$ cat config.mk
export PLATFORM = sky130hd
export DESIGN_NAME = lane_reorder_stream
export DESIGN_NICKNAME = d
export VERILOG_FILES = /design/src/rtl/lane_reorder_pkg.sv /design/src/rtl/lane_reorder_stream_buf.sv /design/src/rtl/lane_reorder_stream.sv
export SDC_FILE = /design/constraint.sdc
export NUM_CORES = 1
export LEC_CHECK = 0
export CORE_UTILIZATION = 60
export DETAILED_ROUTE_END_ITERATION = 10
export PLACE_DENSITY = 0.81
export SYNTH_ARGS = -nofsm -noshare
export SYNTH_HDL_FRONTEND = slang
export SYNTH_SLANG_ARGS = --single-unit
$ cat constraint.sdc
create_clock -name clk -period 5.35 [get_ports clk]
set_input_delay 1.3375 -clock clk [delete_from_list [all_inputs] [get_ports clk]]
set_output_delay 1.3375 -clock clk [all_outputs]
set_load 0.02 [all_outputs]
$ cat src/rtl/lane_reorder_pkg.sv
// Purpose: shared types and helpers for the lane reorder stream.
//   lr_mode_t : per-frame lane ordering (pass-through or reversed)
//   lanes()   : number of lanes per word for a given lane/word width
//   lr_buf_t  : buffer-entry layout for the default 2-bit lane / 8-bit word geometry
package lane_reorder_pkg;

    typedef enum logic {
        LR_PASS    = 1'b0,
        LR_REVERSE = 1'b1
    } lr_mode_t;

    function automatic int unsigned lanes(input int unsigned lane_w, input int unsigned word_w);
        return word_w / lane_w;
    endfunction

    localparam int unsigned LR_LANE_W = 2;
    localparam int unsigned LR_WORD_W = 8;
    localparam int unsigned LR_LANES  = lanes(LR_LANE_W, LR_WORD_W);
    localparam int unsigned LR_NL_W   = $clog2(LR_LANES + 1);

    typedef struct packed {
        logic [LR_WORD_W-1:0] data;
        logic [LR_NL_W-1:0]   n_lanes;
        logic                 last;
        lr_mode_t             mode;
    } lr_buf_t;

endpackage

$ cat src/rtl/lane_reorder_stream_buf.sv
// Purpose: one reorder word buffer. Lanes are written by index, the word is
// closed with its lane count / last / mode, and lanes are read back by output
// index with the stored ordering applied.
// Ports:
//   clk, rst        clock, synchronous active-high reset
//   wr_en_i         write wr_lane_i into lane wr_idx_i
//   complete_i      close the word: lane count = wr_idx_i+1, store last_i / mode_i
//   clr_i           release the buffer after its final lane is consumed
//   rd_idx_i        output lane index j
//   full_o          buffer holds a closed word
//   last_o          stored word ends a frame
//   rd_lane_c       lane selected for output index j
//   rd_final_c      j is the final lane of the stored word
module lane_word_buf
    import lane_reorder_pkg::*;
#(
    parameter int unsigned LANE_W = 2,
    parameter int unsigned WORD_W = 8,
    localparam int unsigned LANES = lanes(LANE_W, WORD_W),
    localparam int unsigned IDX_W = (LANES > 1) ? $clog2(LANES) : 1,
    localparam int unsigned NL_W  = $clog2(LANES + 1)
) (
    input  logic              clk,
    input  logic              rst,
    input  logic              wr_en_i,
    input  logic [IDX_W-1:0]  wr_idx_i,
    input  logic [LANE_W-1:0] wr_lane_i,
    input  logic              complete_i,
    input  logic              last_i,
    input  lr_mode_t          mode_i,
    input  logic              clr_i,
    input  logic [IDX_W-1:0]  rd_idx_i,
    output logic              full_o,
    output logic              last_o,
    output logic [LANE_W-1:0] rd_lane_c,
    output logic              rd_final_c
);

    logic [LANES-1:0][LANE_W-1:0] data_q, data_d;
    logic [NL_W-1:0]              n_q, n_d;
    logic                         last_q, last_d;
    logic                         full_q, full_d;
    lr_mode_t                     mode_q, mode_d;
    logic [IDX_W-1:0]             src_idx;

    // Next-state: lane write, word close, release.
    always_comb begin
        data_d = data_q;
        n_d    = n_q;
        last_d = last_q;
        full_d = full_q;
        mode_d = mode_q;
        if (wr_en_i) begin
            data_d[wr_idx_i] = wr_lane_i;
        end
        if (complete_i) begin
            full_d = 1'b1;
            n_d    = NL_W'(wr_idx_i) + NL_W'(1);
            last_d = last_i;
            mode_d = mode_i;
        end
        if (clr_i) begin
            full_d = 1'b0;
        end
    end

    always_ff @(posedge clk) begin
        if (rst) begin
            data_q <= '0;
            n_q    <= '0;
            last_q <= 1'b0;
            full_q <= 1'b0;
            mode_q <= LR_PASS;
        end else begin
            data_q <= data_d;
            n_q    <= n_d;
            last_q <= last_d;
            full_q <= full_d;
            mode_q <= mode_d;
        end
    end

    // Reversal is relative to the received lane count, so short words flip only what arrived.
    always_comb begin
        if (mode_q == LR_REVERSE) begin
            src_idx = IDX_W'(n_q - NL_W'(1) - NL_W'(rd_idx_i));
        end else begin
            src_idx = rd_idx_i;
        end
    end

    assign rd_lane_c  = data_q[src_idx];
    assign rd_final_c = (NL_W'(rd_idx_i) == (n_q - NL_W'(1)));
    assign full_o     = full_q;
    assign last_o     = last_q;

endmodule

$ cat src/rtl/lane_reorder_stream.sv
// Purpose: streaming lane-order converter. Packs LANE_W-bit lanes (LSB lane
// first) into WORD_W-bit words across two ping-pong buffers and re-emits each
// word's lanes reversed or in order, chosen on the first beat of each frame.
// Ports:
//   clk, rst                 clock, synchronous active-high reset
//   mode                     1 = reverse lanes within each word of the frame
//   axiiv/axiid/axiil/axiir  input lane stream (valid, data, last, ready)
//   axiov/axiod/axiol/axior  output lane stream (valid, data, last, ready)
module lane_reorder_stream
    import lane_reorder_pkg::*;
#(
    parameter int unsigned LANE_W = 2,
    parameter int unsigned WORD_W = 8,
    localparam int unsigned LANES = lanes(LANE_W, WORD_W),
    localparam int unsigned IDX_W = (LANES > 1) ? $clog2(LANES) : 1
) (
    input  logic              clk,
    input  logic              rst,
    input  logic              mode,
    input  logic              axiiv,
    input  logic [LANE_W-1:0] axiid,
    input  logic              axiil,
    output logic              axiir,
    output logic              axiov,
    output logic [LANE_W-1:0] axiod,
    output logic              axiol,
    input  logic              axior
);

    logic             run_q;
    logic             wr_sel_q, wr_sel_d;
    logic             rd_sel_q, rd_sel_d;
    logic             fstart_q, fstart_d;
    lr_mode_t         fmode_q, fmode_d;
    logic [IDX_W-1:0] k_q, k_d;
    logic [IDX_W-1:0] j_q, j_d;

    logic [1:0]             full_w;
    logic [1:0]             last_w;
    logic [1:0]             final_w;
    logic [1:0][LANE_W-1:0] lane_w;

    lr_mode_t word_mode;
    logic     accept;
    logic     word_done;
    logic     consume;

    // Ready is held low for the reset cycle and only reflects buffer occupancy afterwards.
    assign axiir     = run_q & ~full_w[wr_sel_q];
    assign accept    = axiiv & axiir;
    assign word_mode = fstart_q ? lr_mode_t'(mode) : fmode_q;
    assign word_done = accept & ((k_q == IDX_W'(LANES - 1)) | axiil);

    assign axiov   = full_w[rd_sel_q];
    assign axiod   = axiov ? lane_w[rd_sel_q] : '0;
    assign axiol   = axiov & final_w[rd_sel_q] & last_w[rd_sel_q];
    assign consume = axiov & axior;

    for (genvar b = 0; b < 2; b++) begin : g_buf
        lane_word_buf #(
            .LANE_W (LANE_W),
            .WORD_W (WORD_W)
        ) u_buf (
            .clk        (clk),
            .rst        (rst),
            .wr_en_i    (accept & (wr_sel_q == 1'(b))),
            .wr_idx_i   (k_q),
            .wr_lane_i  (axiid),
            .complete_i (word_done & (wr_sel_q == 1'(b))),
            .last_i     (axiil),
            .mode_i     (word_mode),
            .clr_i      (consume & final_w[b] & (rd_sel_q == 1'(b))),
            .rd_idx_i   (j_q),
            .full_o     (full_w[b]),
            .last_o     (last_w[b]),
            .rd_lane_c  (lane_w[b]),
            .rd_final_c (final_w[b])
        );
    end

    // Selector, lane counter and frame-mode tracking.
    always_comb begin
        wr_sel_d = wr_sel_q;
        rd_sel_d = rd_sel_q;
        fstart_d = fstart_q;
        fmode_d  = fmode_q;
        k_d      = k_q;
        j_d      = j_q;
        if (accept) begin
            fmode_d  = word_mode;
            fstart_d = axiil;
            if (word_done) begin
                wr_sel_d = ~wr_sel_q;
                k_d      = '0;
            end else begin
                k_d = k_q + IDX_W'(1);
            end
        end
        if (consume) begin
            if (final_w[rd_sel_q]) begin
                rd_sel_d = ~rd_sel_q;
                j_d      = '0;
            end else begin
                j_d = j_q + IDX_W'(1);
            end
        end
    end

    always_ff @(posedge clk) begin
        if (rst) begin
            run_q    <= 1'b0;
            wr_sel_q <= 1'b0;
            rd_sel_q <= 1'b0;
            fstart_q <= 1'b1;
            fmode_q  <= LR_PASS;
            k_q      <= '0;
            j_q      <= '0;
        end else begin
            run_q    <= 1'b1;
            wr_sel_q <= wr_sel_d;
            rd_sel_q <= rd_sel_d;
            fstart_q <= fstart_d;
            fmode_q  <= fmode_d;
            k_q      <= k_d;
            j_q      <= j_d;
        end
    end

endmodule

==> metrics.cfg <==
[drt]
drt_iter0_markers=73
routedWlPerCell_um=15.41
vias=1616
met3_length_um=260
ant_nets=0
drt-met1-wl_um=1819
highest_layer=met4
routed_via_density=5.876
dr.pass1.iters=4
wl_met2_um=2091
remaining_drc_errors=0
drt-total-wl_um=4239

[synthesis]
synth_nets=238
syn_area_per_cell_um2=8.668
syn_area_um2=1924
synth.yosys.seq_area_share=0.3849
netlist_instances=222
ys_ff_latch=37
synth_cell_types=38
yosys_warnings=0

[critical_path]
ff2ff_setup_slack_ns=3.21
critical_path.max_fanout=5
path_class=reg -> out
cp_data_required_time_ns=4.01
arrival_ns=2.88
critPathCaptureType=output port
reg2reg_depth=5
worstSetupStartpointType=flop
r2r-start=run_q
worstReg2RegEnd=g_buf[1].u_buf.n_q[0]
crit_path_start=g_buf[0].u_buf.n_q[0]

[cells_and_area]
layout-drive-gt1-share=0.07359
area_delta_synth_final_pct=10.92
seq_area_um2=740.7
multiInputGateArea_um2=1089
fillers=249
nets=246
num_antenna_cells=0

[sta]
slew_headroom=0.5167
timing.final.ws_setup_ns=1.136
final_hold_viol_count=0
setup_viol=0
fin_setup_tns_ns=0
skew_ns=0.01287
slew_violations=0
period_share=0.7876
tightest_slew_ns=0.7218
max_freq_mhz=237.3
hold_ws_ns=0.4674
period_needed_ns=4.214
grt_setup_unrepaired=no

[grt]
grt_usage=0.2640
grt_max_degree=35
grt_pass1_wl_um=6672
first_global_vias=1439
antenna_found_initial=0
grt-ovfl-total=0

[power_and_ir_drop]
p_seq_frac=0.525
intPower_uw=420.9
share_comb_of_total_power=0.112
p_sw_frac=0.2436
switching_power_uw=135.6
max-vdd-ir-drop_mv=0.2138
p_leak_uw=0.0007628
powerDensity_nw_per_um2=260.7
clkPwrFrac=0.363
p_total_uw=556.5

[floorplan]
die_w_um=58.63
coreArea_um2=3053
start_util=0.6303
rows=20
die_h_um=58.63
io_pins=13
dieArea_um2=3437

[place]
dpl.hpwl_um=3109
gp_congestion=0.7895
portBuffers=12
dpl_worst_slack_ns=1.546

[clocking]
clockBufferDepth=2
insertion_delay_ns=0.35
h-tree-depth=2
cts_resized=0
cts_tree=done
postCtsSetupRepairBufs=0
clk_pin_slew_ns=0.11
clock-root-buffer=clkbuf_4
clock-sinks=37
cts-buffers-inserted=5
hold_buffers=0

[min_path]
min_path_cells=2
holdCritStartpoint=g_buf[1].u_buf.data_q[0]
hp-class=reg -> reg
min_to=g_buf[1].u_buf.data_q[0]

[outcome]
status=finished clean

[run]
drv_cap=0

-- worst max-delay path, stage by stage (launching register included) --
cell	delay (ns)
dfxtp_1	0.38
inv_1	0.06
ha_1	0.34
xor2_2	0.22
nand2b_4	0.17
a211o_1	0.26
a221oi_1	0.34
a31o_1	0.16
clkdlybuf4s50_1	0.60
-- sequential cells by signal, summed over array words and instances, names as in the netlist --
signal              count
g_buf.u_buf.data_q     16
g_buf.u_buf.n_q         6
g_buf.u_buf.full_o      2
g_buf.u_buf.last_o      2
g_buf.u_buf.mode_q      2
j_q                     2
k_q                     2
fmode_q                 1
fstart_q                1
rd_sel_q                1
run_q                   1
wr_sel_q                1
-- cell type report --
type	count	share of cell area
multi-input combinational	163	0.5100
clock buffer	7	0.02579
clock inverter	1	0.01407
timing repair buffer	13	0.05979
sequential	37	0.3470
inverter	10	0.01758
tap	44	0.02579
-- routing by layer --
layer	track usage	vias to the layer above
li1	-	780
met1	0.3255	783
met2	0.4433	46
met3	0.07033	7
met4	0.09864	0
met5	0	-
-- power groups by stage --
| stage | combinational (uW) | sequential (uW) | clock [uW] |
|---|---|---|---|
| floorplan | 47.4 | 294 | 0 |
| global placement | 59.1 | 298 | 0 |
| detailed placement | 61.2 | 298 | 0 |
| CTS | 61.7 | 292 | 207 |
| global route | 67.3 | 293 | 217 |
| finish | 62.1 | 292 | 202 |
-- metrics by stage --
stage                     cell area [um^2]  cells    util
after global routing                  2135    275  0.6992
after floorplan                       1924    222       -
after global placement                2049    267  0.6713
after CTS                             2135    275  0.6992
after detailed placement              2049    267  0.6713
final                                 2135    275  0.6992
-- kinds of logic after synthesis --
logic type / share of synthesized area
buf+inv: 0.04941
simple gates: 0.2139
mux: 0.1274
xor+xnor: 0.03576
compound gates: 0.1365
fa+ha+maj: 0.05202
flops: 0.3849
-- cells in the final DEF (no fill, tap or decap), drive strengths merged --
cell type / Yosys / layout
dfxtp: 37 / 37
nand2: 33 / 33
nor2: 23 / 23
mux2i: 20 / 20
a21oi: 20 / 20
nand3: 14 / 14
clkdlybuf4s50: 0 / 12
inv: 10 / 10
ha: 8 / 8
clkbuf: 8 / 7
xnor2: 4 / 4
nand2b: 4 / 4
a211oi: 4 / 4
o21ai: 3 / 3
o21a: 3 / 3
nor4: 3 / 3
xor2: 3 / 3
nor3: 3 / 3
mux4: 2 / 2
o311ai: 2 / 2
a211o: 2 / 2
a221oi: 2 / 2
a31o: 2 / 2
nor2b: 2 / 2
and2: 1 / 1
a22oi: 1 / 1
o31a: 1 / 1
and3: 1 / 1
nor3b: 1 / 1
or4: 1 / 1
bufinv: 0 / 1
buf: 4 / 1
-- cell usage after synthesis --
cell      instances  area, um^2
and2_1            1       6.260
nor3_1            2       10.01
a31o_1            2       17.52
xor2_2            1       16.27
a21oi_2           1       8.760
nand3_1          14       70.07
mux2i_1          20       200.2
clkbuf_2          1       5.000
nor3b_2           1       12.51
o311ai_0          2       17.52
and3_1            1       6.260
buf_2             3       15.01
inv_1            10       37.54
a221oi_1          2       17.52
xor2_1            2       17.52
nand2_1          33       123.9
a211o_1           2       17.52
a211oi_1          3       22.52
o31a_1            1       8.760
nor4_1            2       12.51
xnor2_1           4       35.03
dfxtp_1          37       740.7
or4_1             1       7.510
buf_6             1       11.26
nor4_4            1       21.27
mux4_2            2       45.04
a21oi_1          19       95.09
o21a_1            3       22.52
nor2_1           23       86.33
clkbuf_1          7       26.28
nand2b_1          3       18.77
a211oi_2          1       12.51
nor3_2            1       10.01
nor2b_1           2       12.51
ha_1              8       100.1
a22oi_1           1       7.510
o21ai_0           3       15.01
nand2b_4          1       13.76
-- how the worst max path moves through the flow --
stage | end | depth (start not counted)
after floorplan | axiod[0] | 7
after global routing | axiod[1] | 8
after detailed placement | axiod[0] | 8
after CTS | axiod[0] | 8
after global placement | axiod[1] | 8
final | axiod[1] | 8
No activity file was read; power rests on OpenSTA's default activity.
